==> config.mk <==
export PLATFORM = sky130hd
export DESIGN_NAME = mux4_rr_arbiter_flat
export DESIGN_NICKNAME = d
export VERILOG_FILES = /design/src/rtl/mux4_rr_arbiter_pkg.sv /design/src/rtl/mux4_rr_arbiter_if.sv /design/src/rtl/mux4_rr_arbiter_rr_pick4.sv /design/src/rtl/mux4_rr_arbiter.sv /design/src/flat_wrapper.sv
export SDC_FILE = /design/constraint.sdc
export NUM_CORES = 1
export LEC_CHECK = 0
export CAP_MARGIN = 20
export CORE_MARGIN = 8
export CORE_UTILIZATION = 39
export CTS_BUF_LIST = sky130_fd_sc_hd__clkbuf_4
export CTS_CLUSTER_SIZE = 24
export DETAILED_ROUTE_END_ITERATION = 10
export PLACE_DENSITY = 0.8
export SLEW_MARGIN = 30
export SYNTH_ARGS = -nofsm -noshare
export SYNTH_HDL_FRONTEND = slang
export SYNTH_SLANG_ARGS = --single-unit
==> constraint.sdc <==
create_clock -name clock -period 5.3 [get_ports clock]
set_clock_uncertainty 0.1 [all_clocks]
set_input_delay 1.325 -clock clock [delete_from_list [all_inputs] [get_ports clock]]
set_output_delay 1.325 -clock clock [all_outputs]
set_load 0.005 [all_outputs]
==> src/rtl/mux4_rr_arbiter_pkg.sv <==
// Shared definitions for the round-robin 4:1 mux arbiter.
//   state_t   : FSM encoding (IDLE = no word held, HOLD = word presented downstream)
//   SRC0..3   : source index constants used as mux control values
//   mux4_bit  : one bit-slice of the 4:1 datapath mux
package mux4_rr_arbiter_pkg;

    typedef enum logic {
        ST_IDLE = 1'b0,
        ST_HOLD = 1'b1
    } state_t;

    localparam logic [1:0] SRC0 = 2'd0;
    localparam logic [1:0] SRC1 = 2'd1;
    localparam logic [1:0] SRC2 = 2'd2;
    localparam logic [1:0] SRC3 = 2'd3;

    // Single-bit 4:1 multiplexer; the datapath is built from WIDTH of these.
    function automatic logic mux4_bit(input logic d0, input logic d1,
                                      input logic d2, input logic d3,
                                      input logic [1:0] s);
        logic r;
        case (s)
            SRC0:    r = d0;
            SRC1:    r = d1;
            SRC2:    r = d2;
            SRC3:    r = d3;
            default: r = 1'b0;
        endcase
        return r;
    endfunction

endpackage

==> src/rtl/mux4_rr_arbiter_if.sv <==
// Bus between the four producers, the arbiter and the single consumer.
//   req/din0..din3 : producer side requests and words
//   grant          : one-hot capture strobe back to the producers
//   out_valid/out_ready/out_data : downstream valid/ready handshake
//   sel            : index of the last winner (drives slave datapaths)
// slave modport = arbiter view, master modport = producer/consumer view.
interface mux4_rr_arbiter_if #(parameter int WIDTH = 8);
    logic [3:0]       req;
    logic [WIDTH-1:0] din0;
    logic [WIDTH-1:0] din1;
    logic [WIDTH-1:0] din2;
    logic [WIDTH-1:0] din3;
    logic [3:0]       grant;
    logic             out_valid;
    logic             out_ready;
    logic [WIDTH-1:0] out_data;
    logic [1:0]       sel;

    modport slave (
        input  req, din0, din1, din2, din3, out_ready,
        output grant, out_valid, out_data, sel
    );

    modport master (
        output req, din0, din1, din2, din3, out_ready,
        input  grant, out_valid, out_data, sel
    );
endinterface

==> src/rtl/mux4_rr_arbiter_rr_pick4.sv <==
// Combinational rotate-priority encoder.
//   req    : request vector
//   ptr    : index holding highest priority
//   any    : at least one request present
//   winner : first requesting index searching ptr, ptr+1, ... mod 4
module rr_pick4
    import mux4_rr_arbiter_pkg::*;
(
    input  logic [3:0] req,
    input  logic [1:0] ptr,
    output logic       any,
    output logic [1:0] winner
);

    logic [1:0] idx_s;

    // Walk from lowest to highest priority so the highest-priority hit is written last.
    always_comb begin
        any    = |req;
        winner = ptr;
        idx_s  = ptr;
        for (int k = 3; k >= 0; k--) begin
            idx_s = ptr + 2'(k);
            if (req[idx_s]) begin
                winner = idx_s;
            end else begin
                winner = winner;
            end
        end
    end

endmodule

==> src/rtl/mux4_rr_arbiter.sv <==
// Round-robin arbiter sharing one WIDTH-bit 4:1 mux between four requesters.
// The winning word is captured into out_data and presented with valid/ready;
// a new word may be captured in the same cycle the previous one is taken.
//   clock : rising-edge clock
//   reset : asynchronous, active-high
//   bus   : slave view of mux4_rr_arbiter_if (req, din0..3, grant,
//           out_valid, out_ready, out_data, sel)
module mux4_rr_arbiter
    import mux4_rr_arbiter_pkg::*;
#(
    parameter int WIDTH = 8
) (
    input  logic                clock,
    input  logic                reset,
    mux4_rr_arbiter_if.slave    bus
);

    state_t           state_r;
    state_t           state_nxt_s;
    logic [1:0]       ptr_r;
    logic [1:0]       sel_r;
    logic [WIDTH-1:0] data_r;
    logic             any_s;
    logic [1:0]       winner_s;
    logic             take_s;
    logic [3:0]       grant_s;
    logic [WIDTH-1:0] mux_s;

    rr_pick4 u_pick (
        .req    (bus.req),
        .ptr    (ptr_r),
        .any    (any_s),
        .winner (winner_s)
    );

    // Bit-sliced 4:1 datapath mux steered by the current winner.
    for (genvar k = 0; k < WIDTH; k++) begin : g_mux
        assign mux_s[k] = mux4_bit(bus.din0[k], bus.din1[k], bus.din2[k], bus.din3[k], winner_s);
    end

    // Capture decision and one-hot grant; reset gates grant so nothing is issued while held.
    always_comb begin
        take_s  = 1'b0;
        grant_s = 4'b0000;
        if (!reset && any_s && ((state_r == ST_IDLE) || bus.out_ready)) begin
            take_s = 1'b1;
        end else begin
            take_s = 1'b0;
        end
        if (take_s) begin
            grant_s = 4'b0001 << winner_s;
        end else begin
            grant_s = 4'b0000;
        end
    end

    // Next-state logic: HOLD persists while stalled or while refilled on a take.
    always_comb begin
        state_nxt_s = state_r;
        case (state_r)
            ST_IDLE: begin
                if (take_s) state_nxt_s = ST_HOLD;
                else        state_nxt_s = ST_IDLE;
            end
            ST_HOLD: begin
                if (take_s)             state_nxt_s = ST_HOLD;
                else if (bus.out_ready) state_nxt_s = ST_IDLE;
                else                    state_nxt_s = ST_HOLD;
            end
            default: state_nxt_s = ST_IDLE;
        endcase
    end

    // FSM state register.
    always_ff @(posedge clock or posedge reset) begin
        if (reset) begin
            state_r <= ST_IDLE;
        end else begin
            state_r <= state_nxt_s;
        end
    end

    // Datapath and pointer registers; only a take changes them, so a stall freezes all.
    always_ff @(posedge clock or posedge reset) begin
        if (reset) begin
            data_r <= '0;
            sel_r  <= 2'd0;
            ptr_r  <= 2'd0;
        end else if (take_s) begin
            data_r <= mux_s;
            sel_r  <= winner_s;
            ptr_r  <= winner_s + 2'd1;
        end
    end

    assign bus.grant     = grant_s;
    assign bus.out_valid = (state_r == ST_HOLD);
    assign bus.out_data  = data_r;
    assign bus.sel       = sel_r;

endmodule
==> src/flat_wrapper.sv <==
// flat-port wrapper written by rule: the top's interface ports become plain ports
module mux4_rr_arbiter_flat import mux4_rr_arbiter_pkg::*;
#(
    parameter int WIDTH = 8
)
  (clock, reset, bus_req, bus_din0, bus_din1, bus_din2, bus_din3, bus_out_ready, bus_grant, bus_out_valid, bus_out_data, bus_sel);
  mux4_rr_arbiter_if #(.WIDTH(WIDTH)) bus_i ();
  input  logic clock;
  input  logic reset;
  input wire logic [$bits(bus_i.req)-1:0] bus_req;
  input wire logic [$bits(bus_i.din0)-1:0] bus_din0;
  input wire logic [$bits(bus_i.din1)-1:0] bus_din1;
  input wire logic [$bits(bus_i.din2)-1:0] bus_din2;
  input wire logic [$bits(bus_i.din3)-1:0] bus_din3;
  input wire logic [$bits(bus_i.out_ready)-1:0] bus_out_ready;
  output wire logic [$bits(bus_i.grant)-1:0] bus_grant;
  output wire logic [$bits(bus_i.out_valid)-1:0] bus_out_valid;
  output wire logic [$bits(bus_i.out_data)-1:0] bus_out_data;
  output wire logic [$bits(bus_i.sel)-1:0] bus_sel;
  assign bus_i.req = bus_req;
  assign bus_i.din0 = bus_din0;
  assign bus_i.din1 = bus_din1;
  assign bus_i.din2 = bus_din2;
  assign bus_i.din3 = bus_din3;
  assign bus_i.out_ready = bus_out_ready;
  assign bus_grant = bus_i.grant;
  assign bus_out_valid = bus_i.out_valid;
  assign bus_out_data = bus_i.out_data;
  assign bus_sel = bus_i.sel;
  mux4_rr_arbiter #(.WIDTH(WIDTH)) u_core (.clock(clock), .reset(reset), .bus(bus_i));
endmodule
-- After elaboration in Yosys (flattened, before gate mapping)
Cells that the tools add are included.
- register bits: 13
- output and inout port bits: 15
- word-level logic and storage cells: 49
- add/subtract/negate cells: 4
- order comparisons: 4
- eq/ne operators: 3
- shifts and indexed selects: 1
- muxes and demuxes: 26
- bitwise logic cells: 1
- reduce and logical (&&, ||, !) cells: 6
- operators with widths (operator ; number):
    one-hot mux 1 bit (4 select lines) ; 8
    less-than comparator 2 x 3 -> 1 bit, second input constant ; 4
    binary-select mux 1 bit (select 2 bit) ; 4
    two-way mux 1 bit ; 8
    two-way mux 2 bit ; 4
    adder 2 x 1 -> 2 bit, second input constant ; 2
    adder 2 bit, second input constant ; 2
    == test 2 bit, second input constant ; 2
    two-way mux 4 bit ; 1
    OR reduction 4 bit ; 1
    << shifter 1 x 2 -> 4 bit, first input constant ; 1
    == test 2 x 1 -> 1 bit, second input constant ; 1
    logical AND 1 bit ; 2
    logical NOT 2 bit ; 1
    one-hot mux 1 bit (2 select lines) ; 1
    logical NOT 1 bit ; 1
    logical OR 1 bit ; 1
    NOT 1 bit ; 1

-- Depth between registers and ports, before layout
Gate-level depths: netlist (run 1).
- depth in word-level cells: 9
- depth in mapped cells: 10
- depth with buffers taken out: 8

-- By module
Synthesis (run 1) repeated with hierarchy kept, for this count alone.
- cell total of the unflattened synthesis: 85
- area, all modules: 935.9 µm²
- by module, submodules not included (module ; times used ; cells each ; area an instance (µm²) ; sequential area each (µm²)):
    mux4_rr_arbiter ; 1 ; 69 ; 835.8 ; 325.3
    rr_pick4 ; 1 ; 16 ; 100.1 ; 0.0

-- Worst setup path before layout (run 1)
No wires, ideal clock.
- path kind: input to output
- from: input bus_req[1]
- to: output bus_grant[1]
- data arrival time: 2570 ps
- required time: 3875 ps
- path slack: 1305 ps
- cell stages on the path: 8
- path buffers: 2
- cells stage by stage: buf_4 -> nor3b_1 -> o22ai_1 -> o2bb2a_1 -> inv_1 -> ha_1 -> clkbuf_1 -> and2_1
- cells in the longest elaborated chain, start to end: 8
- elaborated cells on any way between the ends: 18
- classes of those cells: shift (1); mux (14); reduce/logical (3)
- ends and longest elaborated chain (item ; line ; source):
    from (decl) ; flat_wrapper.sv:10 ; input wire logic [$bits(bus_i.req)-1:0] bus_req;
    binary-select mux 1 bit (select 2 bit) ; mux4_rr_arbiter_rr_pick4.sv:24 ; if (req[idx_s]) begin
    two-way mux 1 bit (implied by the code) ; mux4_rr_arbiter_rr_pick4.sv:24 ;
    two-way mux 2 bit (3 in series) ; mux4_rr_arbiter_rr_pick4.sv:24 ;
    two-way mux 2 bit (*) ; mux4_rr_arbiter_rr_pick4.sv:24 ;
    net u_core.u_pick.winner[1] ; mux4_rr_arbiter_rr_pick4.sv:12 ; output logic [1:0] winner
    << shifter 1 x 2 -> 4 bit (*) ; mux4_rr_arbiter.sv:51 ; grant_s = 4'b0001 << winner_s;
    two-way mux 4 bit (*) ; mux4_rr_arbiter.sv:50 ; if (take_s) begin
    to (decl) ; flat_wrapper.sv:16 ; output wire logic [$bits(bus_i.grant)-1:0] bus_grant;
The timed path passes the listed nets; every way through them passes the cells marked *. The select of a mux whose other input is x is not followed.

-- Final worst setup path (run 1)
Ends and elaborated chain as after synthesis.

==> impl_metrics.yaml, run 1 <==
global_routing:
  grt_pass1_wl_um: 4698
  grt_max_degree: 17
  antenna_found_initial: 0
  grt_remaining_overflow: 0
  grt_pass1_vias: 1142
  grt_use_total_pct: 13.47
placed_design:
  gp_congestion: 0.8737
  dp_hpwl_um: 2356
  io_buffers: 53
clock_network:
  cts_buffers: 3
  cts_buffer_depth: 2
  cts-htree-levels: 1
  clockRootBuffer: "clkbuf_4"
  clk_latency_ns: 0.28
  cts_setup_buffers: 0
  cts.hold.buffers_added: 0
  cts_resized: 0
  tritoncts: "yes"
  clk_pin_slew_ns: 0.08
  cts.sinks: 13
sta:
  finalSetupTns_ns: 0
  fmaxAchievable_mhz: 198.2
  worst_slew_margin_rel_pct: 63.10
  fin_crit_sh_pct: 95.18
  rsz0062_at_grt: "no"
  post-route-min-period_ns: 5.044
  setup_viol: 0
  tightest_slew_ns: 0.5535
  hold-worst-slack_ns: 0.4115
  hold_viol_final: 0
  maxSlewViolCount: 0
routing:
  num_vias: 1024
  wirelength_um: 2858
  highest_layer: "met4"
  via_per_inst: 5.278
  drt_pass1_iterations: 4
  drcViolationCount: 0
  wl_met1_um: 1055
  ant_nets: 0
  met2WireLength_um: 1420
  drt_iter0_drc: 21
  wl_met3_um: 344
  post_drt_wl_per_cell_um: 14.73
critical_path:
  crit_type: "input port to primary output"
  slowest_stage: "clkdlybuf4s50_1"
  crit_chain: "clkdlybuf4s50_1, nor3b_1, o22ai_1, o2bb2a_1, inv_1, ha_1, and2_1, clkdlybuf4s50_1"
  crit_top_cell: "clkdlybuf4s50_1"
  arrival_ns: 3.62
  slowest_delay_ns: 0.66
  cp_num_buf_inv: 3
  path_delay_family: "buffers and inverters"
  cp-end-kind: "primary output"
  crit_required_ns: 3.88
  regToRegStartpoint: "u_core.ptr_r[1]"
  cp-start-kind: "input port"
  crit_fanout: 9
  worstSetupStartpoint: "bus_req[1]"
synth:
  synth.top_cell.area_share_pct: 33.51
  ys_top_cells_by_count: "dfrtp_1 (13), nor2_1 (11), nand2_1 (9), nand2b_1 (9)"
  yosysTopAreaCell: "dfrtp_1"
  synth.distinct_cells: 30
  syn_area_um2: 970.9
  synth-seq-cells: 13
  synth_most_common_cell: "dfrtp_1"
  synthCells: 109
  synthFlopType: "dfrtp_1"
  yosys_warnings: 0
  synthesis.area_per_instance_um2: 8.908
  yosys-top-cells-area: "dfrtp_1 (34%), a221o_1 (8.2%), o211ai_1 (6.2%), nand2b_1 (5.8%), a31oi_1 (5.2%)"
  synth_nets: 151
  synthArstFlopShare_pct: 100.0
  synth-edff-count: 0
  yosysSeqAreaShare_pct: 33.51
floorplan:
  core_um2: 2410
  die_area_um2: 4342
  die_x_um: 65.90
  start_util_pct: 40.29
  rows: 18
  io_pins: 54
  fp.dieH_um: 65.90
hold_path:
  hp-class: "register to register"
  hp-start: "u_core.bus.sel[1]"
job:
  max_cap_violations: 0
layout:
  fin_nets: 207
  drive_above_1_share_pct: 9.146
  num_antenna_cells: 0
  syn2layout_area_growth_pct: 61.34
pwr:
  powerDensity_nw_per_um2: 359.1
  p_leak_nw: 0.6189
  ir_drop_uv: 178.4
status:
  outcome: "completed"
-- layout make-up --
cell class                      count  area, um2
Tap cell                           30      37.54
Multi-Input combinational cell     83      583.1
Fill cell                         200      843.3
Timing Repair Buffer               58      568.0
Sequential cell                    13      325.3
Clock buffer                        4      30.03
Inverter                            6      22.52
-- registers in the layout, indices dropped and copies added, names as in the netlist --
name                  flops
u_core.bus.sel            2
u_core.bus.out_valid      1
u_core.bus.out_data       8
u_core.ptr_r              2
-- worst paths after layout --
path	end	slack, ns	depth (start not counted)
setup / recovery	bus_grant[1]	0.26	8
hold / removal	u_core.bus.sel[1]	0.41	1
setup reg to reg	u_core.bus.out_data[0]	2.97	8
hold reg to reg	u_core.bus.sel[1]	0.41	1
max in group asynchronous	u_core.bus.out_data[4]	3.37	2
min in group asynchronous	u_core.bus.sel[0]	1.39	2
-- report_power, final --
| part | total [mW] | switching (mW) | leakage (nW) | internal, mW |
|---|---|---|---|---|
| Combinational | 0.323 | 0.138 | 0.456 | 0.186 |
| Sequential | 0.170 | 0.0305 | 0.145 | 0.140 |
| Clock | 0.0690 | 0.0347 | 0.0184 | 0.0343 |
-- placed cells by master (no fill, tap or decap), types with 2 or more instances in the layout --
cell type / count
clkdlybuf4s50_1: 53
a21oi_1: 6
ha_1: 3
and2_1: 2
nor3b_1: 2
dfrtp_1: 13
mux2_1: 2
o211ai_1: 8
clkbuf_4: 4
nor2_1: 11
nor2b_1: 3
a31oi_1: 8
inv_1: 6
nand2_1: 9
buf_4: 5
a221o_1: 8
nand2b_1: 9
-- layer usage --
layer  track usage, %  vias up
li1                 -      511
met1            12.51      461
met2            24.60       46
met3            6.780        6
met4            4.905        0
met5                0        -
-- metrics by stage --
step / instances / total power [mW] / setup slack [ns] / area [um2] / utilization (%)
final: 194 / 0.5625 / 0.2556 / 1567 / 65.01
after floorplan: 109 / 0.3435 / 1.305 / 970.9 / -
after global routing: 194 / 0.6095 / 0.1142 / 1567 / 65.01
after global placement: 190 / 0.4893 / 0.3229 / 1536 / 63.76
after detailed placement: 190 / 0.4991 / 0.2753 / 1536 / 63.76
after CTS: 194 / 0.5697 / 0.2552 / 1567 / 65.01
-- cells by family (layout without fill, tap and decap cells) --
kind of cell / count (synthesis) / in the layout / share of synthesized area [%]
and+or+nand+nor: 40 / 40 / 22.68
AOI/OAI and AO/OA: 38 / 38 / 31.19
DFF: 13 / 13 / 33.50
buffers and inverters: 13 / 68 / 6.443
adders and majority gates: 3 / 3 / 3.866
muxes: 2 / 2 / 2.319
No activity file was read; power rests on OpenSTA's default activity.
==> inputs of run 2 (changes only) <==
- ABC_AREA: default -> 1
- PLACE_DENSITY: 0.8 -> 0.77
==> impl_metrics.yaml, run 2 <==
status:
  outcome: "completed"
placed_design:
  io_buffers: 53
  place_area_um2: 1653
  gp_congestion: 0.7672
  dp_hpwl_um: 2859
clock_network:
  cts_resized: 0
  clk_latency_ns: 0.28
  cts.hold.buffers_added: 0
  cts-htree-levels: 1
  tritoncts: "yes"
  clk_pin_slew_ns: 0.08
  cts_buffer_depth: 2
  clockRootBuffer: "clkbuf_4"
  cts_setup_buffers: 0
  cts_buffers: 3
  cts.sinks: 13
synth:
  yosys-top-cells-area: "dfrtp_1 (30%), nand2_1 (20%), nand3_2 (7.4%), inv_1 (7.3%), a221oi_1 (6.5%)"
  yosysSeqAreaShare_pct: 30.02
  synth_most_common_cell: "nand2_1"
  synth-edff-count: 0
  synthArstFlopShare_pct: 100.0
  synthFlopType: "dfrtp_1"
  synth_nets: 198
  synth-seq-cells: 13
  synthCells: 156
  syn_area_um2: 1084
  yosysTopAreaCell: "dfrtp_1"
  ys_top_cells_by_count: "nand2_1 (57), inv_1 (21), dfrtp_1 (13)"
  synth.distinct_cells: 26
  synth.top_cell.area_share_pct: 30.02
  synthesis.area_per_instance_um2: 6.946
  yosys_warnings: 0
critical_path:
  cp-start-kind: "input port"
  arrival_ns: 3.48
  cp-end-kind: "primary output"
  regToRegStartpoint: "u_core.ptr_r[0]"
  crit_type: "input port to primary output"
  worstSetupStartpoint: "bus_req[2]"
  crit_required_ns: 3.88
  r2r_cells: 12
  crit_fanout: 10
routing:
  post_drt_wl_per_cell_um: 14.41
  num_vias: 1227
  via_per_inst: 5.049
  wirelength_um: 3501
  ant_nets: 0
  drt_iter0_drc: 38
  drt_pass1_iterations: 5
  drcViolationCount: 0
hold_path:
  hp-start: "u_core.bus.out_data[7]"
  hold_depth: 2
  hp-class: "register to register"
layout:
  num_antenna_cells: 0
  syn2layout_area_growth_pct: 55.31
  drive_above_1_share_pct: 14.15
  final_common_cell: "nand2_1"
  fillers: 244
  largest_reg_flops: 8
  mostFrequentLayoutCells: "nand2_1 (57), clkdlybuf4s50_1 (53), inv_1 (21)"
  final_util_pct: 62.65
  final_area_um2: 1683
  fin_nets: 255
sta:
  fmaxAchievable_mhz: 203.8
  maxSlewViolCount: 0
  finalSetupTns_ns: 0
  setup_viol: 0
  tightest_slew_ns: 0.5742
  rsz0062_at_grt: "no"
  post-route-min-period_ns: 4.906
  worst_slew_margin_rel_pct: 61.72
  hold_viol_final: 0
  fin_crit_sh_pct: 92.57
floorplan:
  die_x_um: 68.71
  core_um2: 2686
  rows: 19
  io_pins: 54
  fp.dieH_um: 68.71
  start_util_pct: 40.34
  die_area_um2: 4721
global_routing:
  grt_pass1_vias: 1235
  grt_use_total_pct: 14.80
  grt_pass1_wl_um: 5423
  antenna_found_initial: 0
  grt_max_degree: 17
  grt_remaining_overflow: 0
pwr:
  p_total_mw: 1.045
  p_leak_nw: 0.8223
  ir_drop_uv: 360.0
  powerDensity_nw_per_um2: 620.9
job:
  max_cap_violations: 0
[run 2: path summary, 6_finish.rpt]
kind                                           to  slack, ns
setup reg to reg           u_core.bus.out_data[7]       2.67
hold reg to reg            u_core.bus.out_data[7]       0.39
setup / recovery                     bus_grant[1]       0.39
hold / removal             u_core.bus.out_data[7]       0.39
max in group asynchronous         u_core.ptr_r[1]       3.62
min in group asynchronous  u_core.bus.out_data[3]       1.31
[run 2: where the power goes]
| group | switching, mW | internal (mW) | leakage (nW) |
|---|---|---|---|
| clock network | 0.0336 | 0.0343 | 0.0184 |
| logic | 0.451 | 0.341 | 0.644 |
| registers | 0.0399 | 0.145 | 0.160 |
| total | 0.525 | 0.520 | 0.822 |
[run 2: kinds of logic after synthesis]
kind of cell	after synthesis	share of synthesized area (%)
buf+inv	32	13.51
simple gates	83	37.65
fa+ha+maj	3	3.465
compound gates	25	15.36
flops	13	30.02
[run 2: layout make-up]
| cell class | instances | area (um2) | area share, % |
|---|---|---|---|
| sequential | 13 | 325.3 | 19.33 |
| clock buffer | 4 | 30.03 | 1.784 |
| inverter | 25 | 101.3 | 6.022 |
| timing repair buffer | 59 | 575.6 | 34.20 |
| tap | 31 | 38.79 | 2.305 |
| multi-input combinational | 111 | 611.8 | 36.36 |
[run 2: routing by layer]
metal | up-vias | share of wire, % | track usage (%)
li1 | 613 | - | -
met1 | 568 | 39 | 17.08
met2 | 38 | 51 | 24.85
met3 | 8 | 7.0 | 3.877
met4 | 0 | 2.4 | 7.268
met5 | - | 0 | 0
[run 2: stage by stage]
| stage | setup WS (ns) | instances | hold WS [ns] |
|---|---|---|---|
| 4_1_cts | 0.4160 | 243 | 0.3918 |
| 6_report | 0.3939 | 243 | 0.3872 |
| 3_5_place_dp | 0.4203 | 239 | 0.3646 |
| 2_1_floorplan | 1.265 | 156 | 0.3724 |
| 3_3_place_gp | 0.4969 | 239 | 0.3644 |
| 5_1_grt | 0.2171 | 243 | 0.4102 |
[run 2: worst max-delay path: stages]
cell and delay [ns]:
clkdlybuf4s50_1 0.50, inv_1 0.07, nand2_1 0.10, nand3_1 0.11
nand2_1 0.09, inv_1 0.04, nand2_1 0.06, nand2_2 0.07
nand2_2 0.06, nand2_2 0.08, nand2_8 0.14, ha_1 0.18
inv_1 0.04, nor2_1 0.11, clkdlybuf4s50_1 0.51
==> inputs of run 3 (changes only) <==
- clock period: 5.3 -> 6 ns (I/O delays scaled with it)
==> impl_metrics.yaml, run 3 (synthesis gave the netlist of run 2 again) <==
routing:
  post_drt_wl_per_cell_um: 14.30
  drt_pass1_iterations: 6
  num_vias: 1188
  drcViolationCount: 0
  ant_nets: 0
  drt_iter0_drc: 82
  via_per_inst: 4.950
  wirelength_um: 3431
sta:
  setup_slack_ns: 0.5062
  fin_crit_sh_pct: 91.56
  rsz0062_at_grt: "no"
  maxSlewViolCount: 0
  worst_slew_margin_rel_pct: 42.43
  tightest_slew_ns: 0.8598
  finalSetupTns_ns: 0
  hold_viol_final: 0
  hold-worst-slack_ns: 0.3843
  fmaxAchievable_mhz: 182.0
  post-route-min-period_ns: 5.494
  setup_viol: 0
global_routing:
  grt_pass1_vias: 1144
  grt_use_met2_pct: 23.81
  grt_use_total_pct: 14.34
  busiest_layer: "met2"
  antenna_found_initial: 0
  grt_remaining_overflow: 0
  grt_pass1_wl_um: 5188
  grt_util_met3_pct: 4.039
  grt_use_met1_pct: 17.00
  grt_max_degree: 17
placed_design:
  place_area_um2: 1630
  dp_hpwl_um: 2829
  place.detailed.instances: 236
  gp_congestion: 0.8198
  io_buffers: 53
  post-place-ws_ns: 0.5199
clock_network:
  clk_latency_ns: 0.26
  cts_resized: 0
  cts_buffer_depth: 2
  cts-htree-levels: 1
  cts_buffers: 3
  tritoncts: "yes"
  clockRootBuffer: "clkbuf_4"
  clk_pin_slew_ns: 0.07
  cts.hold.buffers_added: 0
  cts_setup_buffers: 0
  cts.sinks: 13
critical_path:
  cp-start-kind: "input port"
  crit_type: "input port to primary output"
  cp-end-kind: "primary output"
  arrival_ns: 3.89
  crit_required_ns: 4.40
  worstSetupStartpoint: "bus_req[1]"
  regToRegStartpoint: "u_core.ptr_r[0]"
  crit_fanout: 10
floorplan:
  io_pins: 54
  start_util_pct: 40.34
  rows: 19
  core_um2: 2686
  fp.dieH_um: 68.71
  die_area_um2: 4721
  die_x_um: 68.71
hold_path:
  hp-start: "u_core.bus.out_data[6]"
  hp-class: "register to register"
layout:
  mostFrequentLayoutCells: "nand2_1 (57), clkdlybuf4s50_1 (53), inv_1 (21)"
  num_antenna_cells: 0
  fin_nets: 252
  final_common_cell: "nand2_1"
  syn2layout_area_growth_pct: 53.23
  fillers: 246
  final_area_um2: 1660
  final_util_pct: 61.81
  instances_no_fill: 240
  drive_above_1_share_pct: 12.92
  largest_reg_flops: 8
status:
  outcome: "completed"
pwr:
  p_total_mw: 0.9075
  powerDensity_nw_per_um2: 546.6
  ir_drop_uv: 373.0
  p_leak_nw: 0.8074
job:
  max_cap_violations: 0
run 3: cell count changes in the layout (fill, tap and decap cells not counted), sizes merged:
cell and change:
buf -3
run 3: layer usage:
| metal | share of wire [%] | routed length [um] | vias to the layer above |
|---|---|---|---|
| met3 | 6.8 | 234 | 4 |
| li1 | - | - | 609 |
| met2 | 50 | 1702 | 31 |
| met1 | 42 | 1452 | 544 |
| met4 | 1.2 | 42 | 0 |
| met5 | 0 | 0 | - |
run 3: cell type report:
cell class	count	area [um2]	share of cell area [%]
multi-input combinational	111	611.8	36.85
timing repair buffer	56	553.0	33.31
sequential	13	325.3	19.59
inverter	25	101.3	6.104
tap	31	38.79	2.336
clock buffer	4	30.03	1.809
run 3: worst paths after layout:
path	slack, ns	depth (start not counted)	endpoint
max	0.51	15	bus_grant[2]
min	0.38	2	u_core.bus.out_data[6]
max reg2reg	3.38	16	u_core.bus.out_data[6]
min reg2reg	0.38	2	u_core.bus.out_data[6]
max in group asynchronous	4.13	3	u_core.bus.out_data[1]
min in group asynchronous	1.52	3	u_core.bus.sel[1]
run 3: report_power, final:
part           total [mW]  switching, mW  internal, mW
clock network      0.0551         0.0249        0.0302
logic               0.688          0.400         0.288
registers           0.164         0.0359         0.128
total               0.908          0.461         0.447
run 3: critical path, stage by stage:
cell and delay, ns:
clkdlybuf4s50_1 0.45, inv_1 0.06, o21ai_1 0.17, nand2_1 0.10, nand2_1 0.06, inv_1 0.04
nand2_2 0.08, nand2_2 0.05, nand2_2 0.10, nand2_8 0.11, inv_4 0.09, ha_1 0.36
inv_1 0.08, nor2_1 0.11, clkdlybuf4s50_1 0.53
